**src/rtl/simple_cpu_pkg.sv**
```systemverilog
// Shared opcodes, FSM states and instruction field helpers for the simple_cpu design.
package simple_cpu_pkg;

   localparam int unsigned DW   = 8;
   localparam int unsigned IW   = 16;
   localparam int unsigned AW   = 8;
   localparam int unsigned NREG = 8;

   localparam logic [3:0] OP_NOP  = 4'h0;
   localparam logic [3:0] OP_ADD  = 4'h1;
   localparam logic [3:0] OP_SUB  = 4'h2;
   localparam logic [3:0] OP_AND  = 4'h3;
   localparam logic [3:0] OP_OR   = 4'h4;
   localparam logic [3:0] OP_XOR  = 4'h5;
   localparam logic [3:0] OP_SHL  = 4'h6;
   localparam logic [3:0] OP_SHR  = 4'h7;
   localparam logic [3:0] OP_LDI  = 4'h8;
   localparam logic [3:0] OP_LD   = 4'h9;
   localparam logic [3:0] OP_ST   = 4'hA;
   localparam logic [3:0] OP_JMP  = 4'hB;
   localparam logic [3:0] OP_BZ   = 4'hC;
   localparam logic [3:0] OP_BNZ  = 4'hD;
   localparam logic [3:0] OP_ADDI = 4'hE;
   localparam logic [3:0] OP_HALT = 4'hF;

   typedef enum logic [2:0] {S_F1, S_F2, S_EX, S_M1, S_M2, S_HALT} state_t;

   function automatic logic [3:0] f_op(input logic [IW-1:0] ir);
      return ir[15:12];
   endfunction

   function automatic logic [2:0] f_rd(input logic [IW-1:0] ir);
      return ir[11:9];
   endfunction

   function automatic logic [2:0] f_ra(input logic [IW-1:0] ir);
      return ir[8:6];
   endfunction

   function automatic logic [2:0] f_rb(input logic [IW-1:0] ir);
      return ir[5:3];
   endfunction

   function automatic logic [DW-1:0] f_imm(input logic [IW-1:0] ir);
      return ir[7:0];
   endfunction

endpackage

```
**src/rtl/simple_cpu_alu.sv**
```systemverilog
// Combinational ALU: result, zero flag and carry/borrow/shifted-out bit.
module simple_cpu_alu
   import simple_cpu_pkg::*;
(
   input  logic [DW-1:0] a,
   input  logic [DW-1:0] b,
   input  logic [3:0]    op,
   output logic [DW-1:0] y,
   output logic          z,
   output logic          c
);

   logic [DW:0] sum;

   always_comb begin
      sum = '0;
      y   = '0;
      c   = 1'b0;
      case (op)
         OP_ADD, OP_ADDI: begin
            sum = {1'b0, a} + {1'b0, b};
            y   = sum[DW-1:0];
            c   = sum[DW];
         end
         OP_SUB: begin
            // wrap of the 9-bit difference doubles as the borrow
            sum = {1'b0, a} - {1'b0, b};
            y   = sum[DW-1:0];
            c   = sum[DW];
         end
         OP_AND:  y = a & b;
         OP_OR:   y = a | b;
         OP_XOR:  y = a ^ b;
         OP_SHL: begin
            y = {a[DW-2:0], 1'b0};
            c = a[DW-1];
         end
         OP_SHR: begin
            y = {1'b0, a[DW-1:1]};
            c = a[0];
         end
         default: ;
      endcase
   end

   assign z = (y == '0);

endmodule

```
**src/rtl/simple_cpu_top.sv**
```systemverilog
// Multicycle 8-bit register CPU: fetch over im_* bus, LD/ST over dm_* bus.
module simple_cpu_top
   import simple_cpu_pkg::*;
(
   input  logic          clk,
   input  logic          reset,
   output logic          im_abus_valid,
   output logic [AW-1:0] im_abus_data,
   input  logic [IW-1:0] im_dbus,
   output logic          rd_mem,
   output logic          wr_mem,
   output logic [AW-1:0] dm_abus,
   input  logic [DW-1:0] dm_in_dbus,
   output logic [DW-1:0] dm_out_dbus
);

   state_t        state, state_n;
   logic [AW-1:0] pc, pc_n;
   logic [IW-1:0] ir, ir_n;
   logic [DW-1:0] regs [NREG];
   logic          z, c, z_n, c_n;
   logic          we;
   logic [2:0]    wa;
   logic [DW-1:0] wd;
   logic [DW-1:0] alu_a, alu_b, alu_y;
   logic          alu_z, alu_c;
   logic [3:0]    op;
   logic          mem_phase;

   assign op = f_op(ir);

   simple_cpu_alu u_alu (
      .a  (alu_a),
      .b  (alu_b),
      .op (op),
      .y  (alu_y),
      .z  (alu_z),
      .c  (alu_c)
   );

   always_ff @(posedge clk or posedge reset) begin
      if (reset) begin
         state <= S_F1;
         pc    <= '0;
         ir    <= '0;
         z     <= 1'b0;
         c     <= 1'b0;
         for (int i = 0; i < NREG; i++) regs[i] <= '0;
      end else begin
         state <= state_n;
         pc    <= pc_n;
         ir    <= ir_n;
         z     <= z_n;
         c     <= c_n;
         if (we) regs[wa] <= wd;
      end
   end

   always_comb begin
      state_n = state;
      pc_n    = pc;
      ir_n    = ir;
      z_n     = z;
      c_n     = c;
      we      = 1'b0;
      wa      = f_rd(ir);
      wd      = alu_y;
      alu_a   = regs[f_ra(ir)];
      alu_b   = regs[f_rb(ir)];
      if (op == OP_ADDI) begin
         alu_a = regs[f_rd(ir)];
         alu_b = f_imm(ir);
      end
      case (state)
         S_F1: state_n = S_F2;
         S_F2: begin
            ir_n    = im_dbus;
            state_n = S_EX;
         end
         S_EX: begin
            state_n = S_F1;
            pc_n    = pc + AW'(1);
            case (op)
               OP_ADD, OP_SUB, OP_AND, OP_OR, OP_XOR, OP_SHL, OP_SHR, OP_ADDI: begin
                  we  = 1'b1;
                  z_n = alu_z;
                  c_n = alu_c;
               end
               OP_LDI: begin
                  we = 1'b1;
                  wd = f_imm(ir);
               end
               OP_LD, OP_ST: state_n = S_M1;
               OP_JMP:       pc_n = f_imm(ir);
               OP_BZ:        if (z)  pc_n = f_imm(ir);
               OP_BNZ:       if (!z) pc_n = f_imm(ir);
               OP_HALT: begin
                  state_n = S_HALT;
                  pc_n    = pc;
               end
               OP_NOP:  ;
               default: ;
            endcase
         end
         S_M1: state_n = (op == OP_LD) ? S_M2 : S_F1;
         S_M2: begin
            we      = 1'b1;
            wd      = dm_in_dbus;
            state_n = S_F1;
         end
         S_HALT: ;
         default: state_n = S_F1;
      endcase
   end

   // Bus strobes decode the state register; valid is masked while reset is held
   assign mem_phase     = (state == S_M1) || (state == S_M2);
   assign im_abus_valid = !reset && ((state == S_F1) || (state == S_F2));
   assign im_abus_data  = pc;
   assign rd_mem        = mem_phase && (op == OP_LD);
   assign wr_mem        = (state == S_M1) && (op == OP_ST);
   assign dm_abus       = mem_phase ? f_imm(ir) : '0;
   assign dm_out_dbus   = wr_mem ? regs[f_rd(ir)] : '0;

endmodule

```
**config.mk**
```make
export PLATFORM = sky130hd
export DESIGN_NAME = simple_cpu_top
export DESIGN_NICKNAME = d
export VERILOG_FILES = /design/src/rtl/simple_cpu_pkg.sv /design/src/rtl/simple_cpu_alu.sv /design/src/rtl/simple_cpu_top.sv
export SDC_FILE = /design/constraint.sdc
export NUM_CORES = 1
export LEC_CHECK = 0
export BUFFER_PORTS_ARGS = -buffer_cell sky130_fd_sc_hd__clkbuf_2
export CORE_MARGIN = 1
export CORE_UTILIZATION = 65
export DETAILED_ROUTE_END_ITERATION = 10
export PLACE_DENSITY = 0.85
export SYNTH_ARGS = -nofsm -noshare
export SYNTH_HDL_FRONTEND = slang
export SYNTH_SLANG_ARGS = --single-unit
```
**constraint.sdc**
```tcl
create_clock -name clk -period 9.09 [get_ports clk]
set_input_delay 0.909 -clock clk [delete_from_list [all_inputs] [get_ports clk]]
set_output_delay 0.909 -clock clk [all_outputs]
set_load 0.05 [all_outputs]
```
==> results.yml, run 1 <==
run_status:
  status: "completed"
floorplan:
  die_x_microns: 105.0
  io_pins: 53
  fp-row-count: 37
  die_h_microns: 105.0
  die-area_sq_mm: 0.01102
  initial_core_util: 0.6676
  core_area_sq_mm: 0.01032
global_route:
  grt_pass1_wl_microns: 31710
  first_global_vias: 5966
  antenna_found_initial: 0
  gr-usage-all-layers: 0.3750
  grt_max_degree: 63
  grt-ovfl-total: 0
yosys:
  synth_top_area_share: 0.3341
  mappedNetlistNets: 754
  synth_most_common_cell: "dfrtp_1"
  syn_area_sq_mm: 0.006892
  yosys.area.top_type: "dfrtp_1"
  synthTopCellsByArea: "dfrtp_1, mux4_2, mux2_2"
  synthTopCellsByCount: "dfrtp_1, nand2_1, nor2_1, a21oi_1, o21ai_0"
  ys_types: 69
  syn_inst: 702
  ys_seq_elements: 92
  ys_seq_area_frac: 0.3341
  syn_area_per_cell_sq_um: 9.817
  yosysWarningCount: 0
  async_reset_ff_frac: 1.000
  synth_edf_count: 0
  synth_flop_cell: "dfrtp_1"
clock_network:
  htree_levels: 3
  cts_hold_buf: 0
  clk_pin_slew_ps: 100
  cts_made_buffers: 9
  post_cts_buffers: 0
  cts.sinks: 92
  cts.repair.resized: 0
  clockBufferDepth: 2
  clk_latency_ps: 380
  ctsRootBufferMaster: "clkbuf_8"
  cts_tree: "done"
layout:
  drive_gt1_frac: 0.2342
  ff_latch_area_sq_mm: 0.002302
  num_antenna_cells: 0
  nNetsFinal: 777
  multiInputGateArea_sq_mm: 0.004283
  design_area_sq_mm: 0.007366
  area_growth_pct: 6.881
  fill_cells: 747
worst_setup_path:
  arrival_ps: 5410
  crit_buf_inv: 2
  cpPeakStageDelay_ps: 820
  cpMostUsedCell: "a21oi_1"
  crit_family: "compound AO/OA/AOI/OAI gates"
  path_cells: "inv_1, nor2_1, a21oi_1, nor2_1, a221oi_1, nand2_1, nand2_1, ha_1, inv_1, fa_1, a21o_1, a21oi_1, o21ai_0, xor2_1, a221oi_1, a21oi_1, a21oi_1, o21ai_0"
  cpMaxStageDelayCell: "dfrtp_1"
  end_kind: "flop"
  critPathKind: "reg -> reg"
  crit_fanout: 27
  required_ps: 9320
  critPathLaunchType: "flop"
route:
  drc: 0
  vias: 6112
  wire_per_inst_microns: 22.80
  drt-initial-drc-count: 727
  wl_microns: 19740
  antenna_left: 0
  via_per_inst: 7.058
  first_pass_iters: 5
sta:
  tns_ps: 0
  tightest_slew_ps: 1228
  slew-limit-headroom: 0.1813
  setup_violations: 0
  slew_violations: 0
  max_freq_mhz: 193.0
  grt_setup_unrepaired: "false"
  clock_skew_ps: 10.67
  fin_crit_ps: 5181
  hold_violations: 0
  min_period_over_period: 0.5700
place:
  hpwlAfterDp_microns: 14190
  place_congestion: 0.9439
  io_buffer_count: 52
  place_area_sq_mm: 0.007171
hold_path:
  hp-class: "reg -> reg"
job:
  maxCapViolCount: 0
layout make-up:
class | count | share of cell area
clock inverter | 7 | 0.009682
clock buffer | 9 | 0.01682
inverter | 23 | 0.01189
sequential | 92 | 0.3126
multi-input combinational | 538 | 0.5815
timing repair buffer | 61 | 0.04450
tap | 136 | 0.02310
state kept, by name, summed over array words and instances (netlist names):
signal        cells
ir               16
regs             64
z                 1
im_abus_data      8
state             3
kinds of logic (layout without fill, tap and decap cells):
group	after synthesis	in the layout	synth area share
XOR/XNOR	9	9	0.01144
buffers and inverters	72	100	0.04611
AO/OA/AOI/OAI	175	175	0.1663
AND/OR/NAND/NOR	208	208	0.1440
multiplexers	120	120	0.2498
flip-flops	92	92	0.3341
adder cells (fa/ha/maj)	26	26	0.04829
path summary, 6_finish.rpt:
path | start | to | slack [ps] | cells after the start
worst max-delay path | ir[9]$_DFFE_PP0N_ | regs[22]$_DFFE_PP0P_ | 3910 | 18
worst min-delay path | z$_DFFE_PP0P_ | z$_DFFE_PP0P_ | 520 | 1
worst max register to register | ir[9]$_DFFE_PP0N_ | regs[22]$_DFFE_PP0P_ | 3910 | 18
worst min register to register | z$_DFFE_PP0P_ | z$_DFFE_PP0P_ | 520 | 1
max in group asynchronous | reset | regs[3]$_DFFE_PP0P_ | 7350 | 3
min in group asynchronous | reset | im_abus_data[1]$_DFFE_PP0P_ | 540 | 2
worst reg2reg max path: stages (launching register included):
cell,delay (ps)
dfrtp_1,820
inv_1,450
nor2_1,150
a21oi_1,180
nor2_1,50
a221oi_1,510
nand2_1,120
nand2_1,160
ha_1,210
inv_1,70
fa_1,390
a21o_1,190
a21oi_1,210
o21ai_0,150
xor2_1,160
a221oi_1,310
a21oi_1,120
a21oi_1,600
o21ai_0,200
stage by stage:
stage	setup slack (ps)	cells	hold WS (ps)	util
6_report	3909	866	523.6	0.7135
5_1_grt	3573	866	547.1	0.7135
4_1_cts	3968	866	526.7	0.7135
3_5_place_dp	4025	850	503.4	0.6946
3_3_place_gp	4211	850	500.5	0.6946
2_1_floorplan	4793	702	482.0	-
routing by layer:
layer  track usage  part of all wire  routed length, microns  vias to the layer above
met3       0.09669             0.098                    1931                       81
li1              -                 -                       -                     2657
met1        0.4769              0.39                    7604                     2997
met5             0                 0                       0                        -
met4        0.1972             0.043                     858                        0
met2        0.5913              0.47                    9347                      377
cell usage in the layout, fill, tap and decap left out, types with 14 or more instances in the layout:
cell type,Yosys,layout
dfrtp_1,92,92
nand2_1,73,73
nor2_1,54,54
clkbuf_2,0,52
a21oi_1,45,45
o21ai_0,45,45
mux2_2,42,42
mux2i_1,37,37
mux4_2,33,33
ha_1,25,25
inv_1,23,22
nand3_1,15,15
and2_1,14,14
Power of run 1 is not shown: default switching activity piles up to over one toggle a cycle in this logic, so the estimate is an artifact.
==> inputs of run 2 (changes only) <==
--- a/config.mk
+++ b/config.mk
@@ -5,11 +5,12 @@
 export SDC_FILE = /design/constraint.sdc
 export NUM_CORES = 1
 export LEC_CHECK = 0
+export ABC_AREA = 1
 export BUFFER_PORTS_ARGS = -buffer_cell sky130_fd_sc_hd__clkbuf_2
 export CORE_MARGIN = 1
-export CORE_UTILIZATION = 65
+export CORE_UTILIZATION = 62
 export DETAILED_ROUTE_END_ITERATION = 10
-export PLACE_DENSITY = 0.85
+export PLACE_DENSITY = 0.82
 export SYNTH_ARGS = -nofsm -noshare
 export SYNTH_HDL_FRONTEND = slang
 export SYNTH_SLANG_ARGS = --single-unit
==> constraint.sdc (replaced) <==
create_clock -name clk -period 5.4 [get_ports clk]
set_input_delay 0.54 -clock clk [delete_from_list [all_inputs] [get_ports clk]]
set_output_delay 0.54 -clock clk [all_outputs]
set_load 0.05 [all_outputs]
==> results.yml, run 2 <==
route:
  wl_microns: 23030
  wire_per_inst_microns: 18.38
  via_per_inst: 6.083
  drt-initial-drc-count: 1209
  vias: 7622
  drc: 0
  antenna_left: 0
  first_pass_iters: 6
run_status:
  status: "completed"
place:
  io_buffer_count: 52
  hpwlAfterDp_microns: 16320
  place_ws_ps: 1235
  place_area_sq_mm: 0.007403
  place_congestion: 1.011
floorplan:
  die_h_microns: 109.6
  fp-row-count: 38
  core_area_sq_mm: 0.01108
  initial_core_util: 0.6475
  die-area_sq_mm: 0.01200
  io_pins: 53
  die_x_microns: 109.6
clock_network:
  cts.sinks: 92
  cts.repair.resized: 0
  clk_latency_ps: 350
  cts_made_buffers: 9
  ctsRootBufferMaster: "clkbuf_16"
  cts_hold_buf: 0
  clockBufferDepth: 2
  cts_tree: "done"
  post_cts_buffers: 0
  htree_levels: 3
  clk_pin_slew_ps: 70
yosys:
  mappedNetlistNets: 1133
  syn_area_per_cell_sq_um: 6.636
  synthTopCellsByCount: "nand2_1, inv_1, o21ai_0, nor2_1, dfrtp_1"
  synthAdderAreaFrac: 0.04640
  yosysWarningCount: 0
  synth.area.mux_share: 0.002965
  ys_types: 47
  synth-xor-area-share: 0.007326
  syn_area_sq_mm: 0.007173
  synth-simple-area-share: 0.3187
  synth_edf_count: 0
  synthTopCellsByArea: "dfrtp_1, nand2_1, o21ai_0"
  synth_top_area_share: 0.3209
  synth_compound_area_frac: 0.1903
  syn_inst: 1081
  synth_flop_cell: "dfrtp_1"
  async_reset_ff_frac: 1.000
  yosys.area.top_type: "dfrtp_1"
  ys_seq_area_frac: 0.3209
  synth_most_common_cell: "nand2_1"
  synth_top_family_by_area: "simple AND/OR/NAND/NOR gates"
  ys_seq_elements: 92
worst_setup_path:
  ff2ff_path_depth: 25
  critPathLaunchType: "flop"
  end_kind: "flop"
  cpMaxStageDelayCell: "dfrtp_1"
  crit_fanout: 20
  critPathKind: "reg -> reg"
  cpPeakStageDelay_ps: 780
  required_ps: 5590
  arrival_ps: 4490
  cpMostUsedCell: "nand2_1"
sta:
  fin_ws_ps: 1095
  grt_setup_unrepaired: "false"
  hold_violations: 0
  tightest_slew_ps: 1280
  clock_skew_ps: 5.642
  min_period_over_period: 0.7971
  slew_violations: 0
  slew-limit-headroom: 0.1438
  setup_violations: 0
  max_freq_mhz: 232.3
  fin_crit_ps: 4305
  tns_ps: 0
  hold_ws_ps: 309.2
layout:
  ff_latch_area_sq_mm: 0.002302
  fill_cells: 984
  num_antenna_cells: 0
  layout_common_cells: "nand2_1, inv_1, o21ai_0, nor2_1, dfrtp_1"
  design_area_sq_mm: 0.007685
  multiInputGateArea_sq_mm: 0.004058
  top_register: "regs"
  layout_commonest_cell: "nand2_1"
  largest_register_ffs: 64
  nNetsFinal: 1161
  drive_gt1_frac: 0.1240
  area_growth_pct: 7.134
global_route:
  gr-usage-all-layers: 0.3991
  grt_max_degree: 48
  grt-ovfl-total: 0
  first_global_vias: 6708
  antenna_found_initial: 0
  grt_pass1_wl_microns: 35490
job:
  maxCapViolCount: 0
hold_path:
  hp-class: "in -> async"
run 2: layout make-up:
type | instances | area share
Inverter | 153 | 0.07522
Sequential cell | 92 | 0.2996
Timing Repair Buffer | 56 | 0.03777
Clock buffer | 11 | 0.03028
Tap cell | 140 | 0.02279
Clock inverter | 4 | 0.006350
Multi-Input combinational cell | 797 | 0.5280
run 2: routing by layer:
layer,global-route usage,share of wire,vias up
li1,-,-,3574
met1,0.5639,0.42,3445
met2,0.5615,0.41,507
met3,0.09899,0.12,96
met4,0.2095,0.051,0
met5,0,0,-
run 2: path summary, 6_finish.rpt:
check                                  start                   end  slack [ps]
max in group asynchronous              reset  regs[29]$_DFFE_PP0P_        4010
setup / recovery           ir[9]$_DFFE_PP0N_  regs[38]$_DFFE_PP0P_        1100
hold reg to reg                z$_DFFE_PP0P_         z$_DFFE_PP0P_         500
min in group clk                 im_dbus[14]    ir[14]$_DFFE_PP0N_         420
setup reg to reg           ir[9]$_DFFE_PP0N_  regs[38]$_DFFE_PP0P_        1100
hold / removal                         reset  state[1]$_DFFE_PP0P_         310
run 2: metrics by stage:
stage / util / std cells
floorplan: - / 1081
global placement: 0.6683 / 1238
detailed placement: 0.6683 / 1238
CTS: 0.6937 / 1253
global route: 0.6937 / 1253
finish: 0.6937 / 1253
run 2: kinds of logic after synthesis:
| logic type | Yosys count |
|---|---|
| AOI/OAI and AO/OA | 245 |
| xor gates and xnor gates | 6 |
| adders and majority gates | 26 |
| buffers and inverters | 192 |
| DFF | 92 |
| muxes | 2 |
| and+or+nand+nor | 518 |
run 2: critical path: cells and delay by family (launching register included):
family | cells | cell delay, ps
AND/OR/NAND/NOR | 15 | 1650
flip-flops | 1 | 780
buffers and inverters | 5 | 740
adder cells (fa/ha/maj) | 2 | 530
AO/OA/AOI/OAI | 3 | 430
Power of run 2 is left out for the same reason.
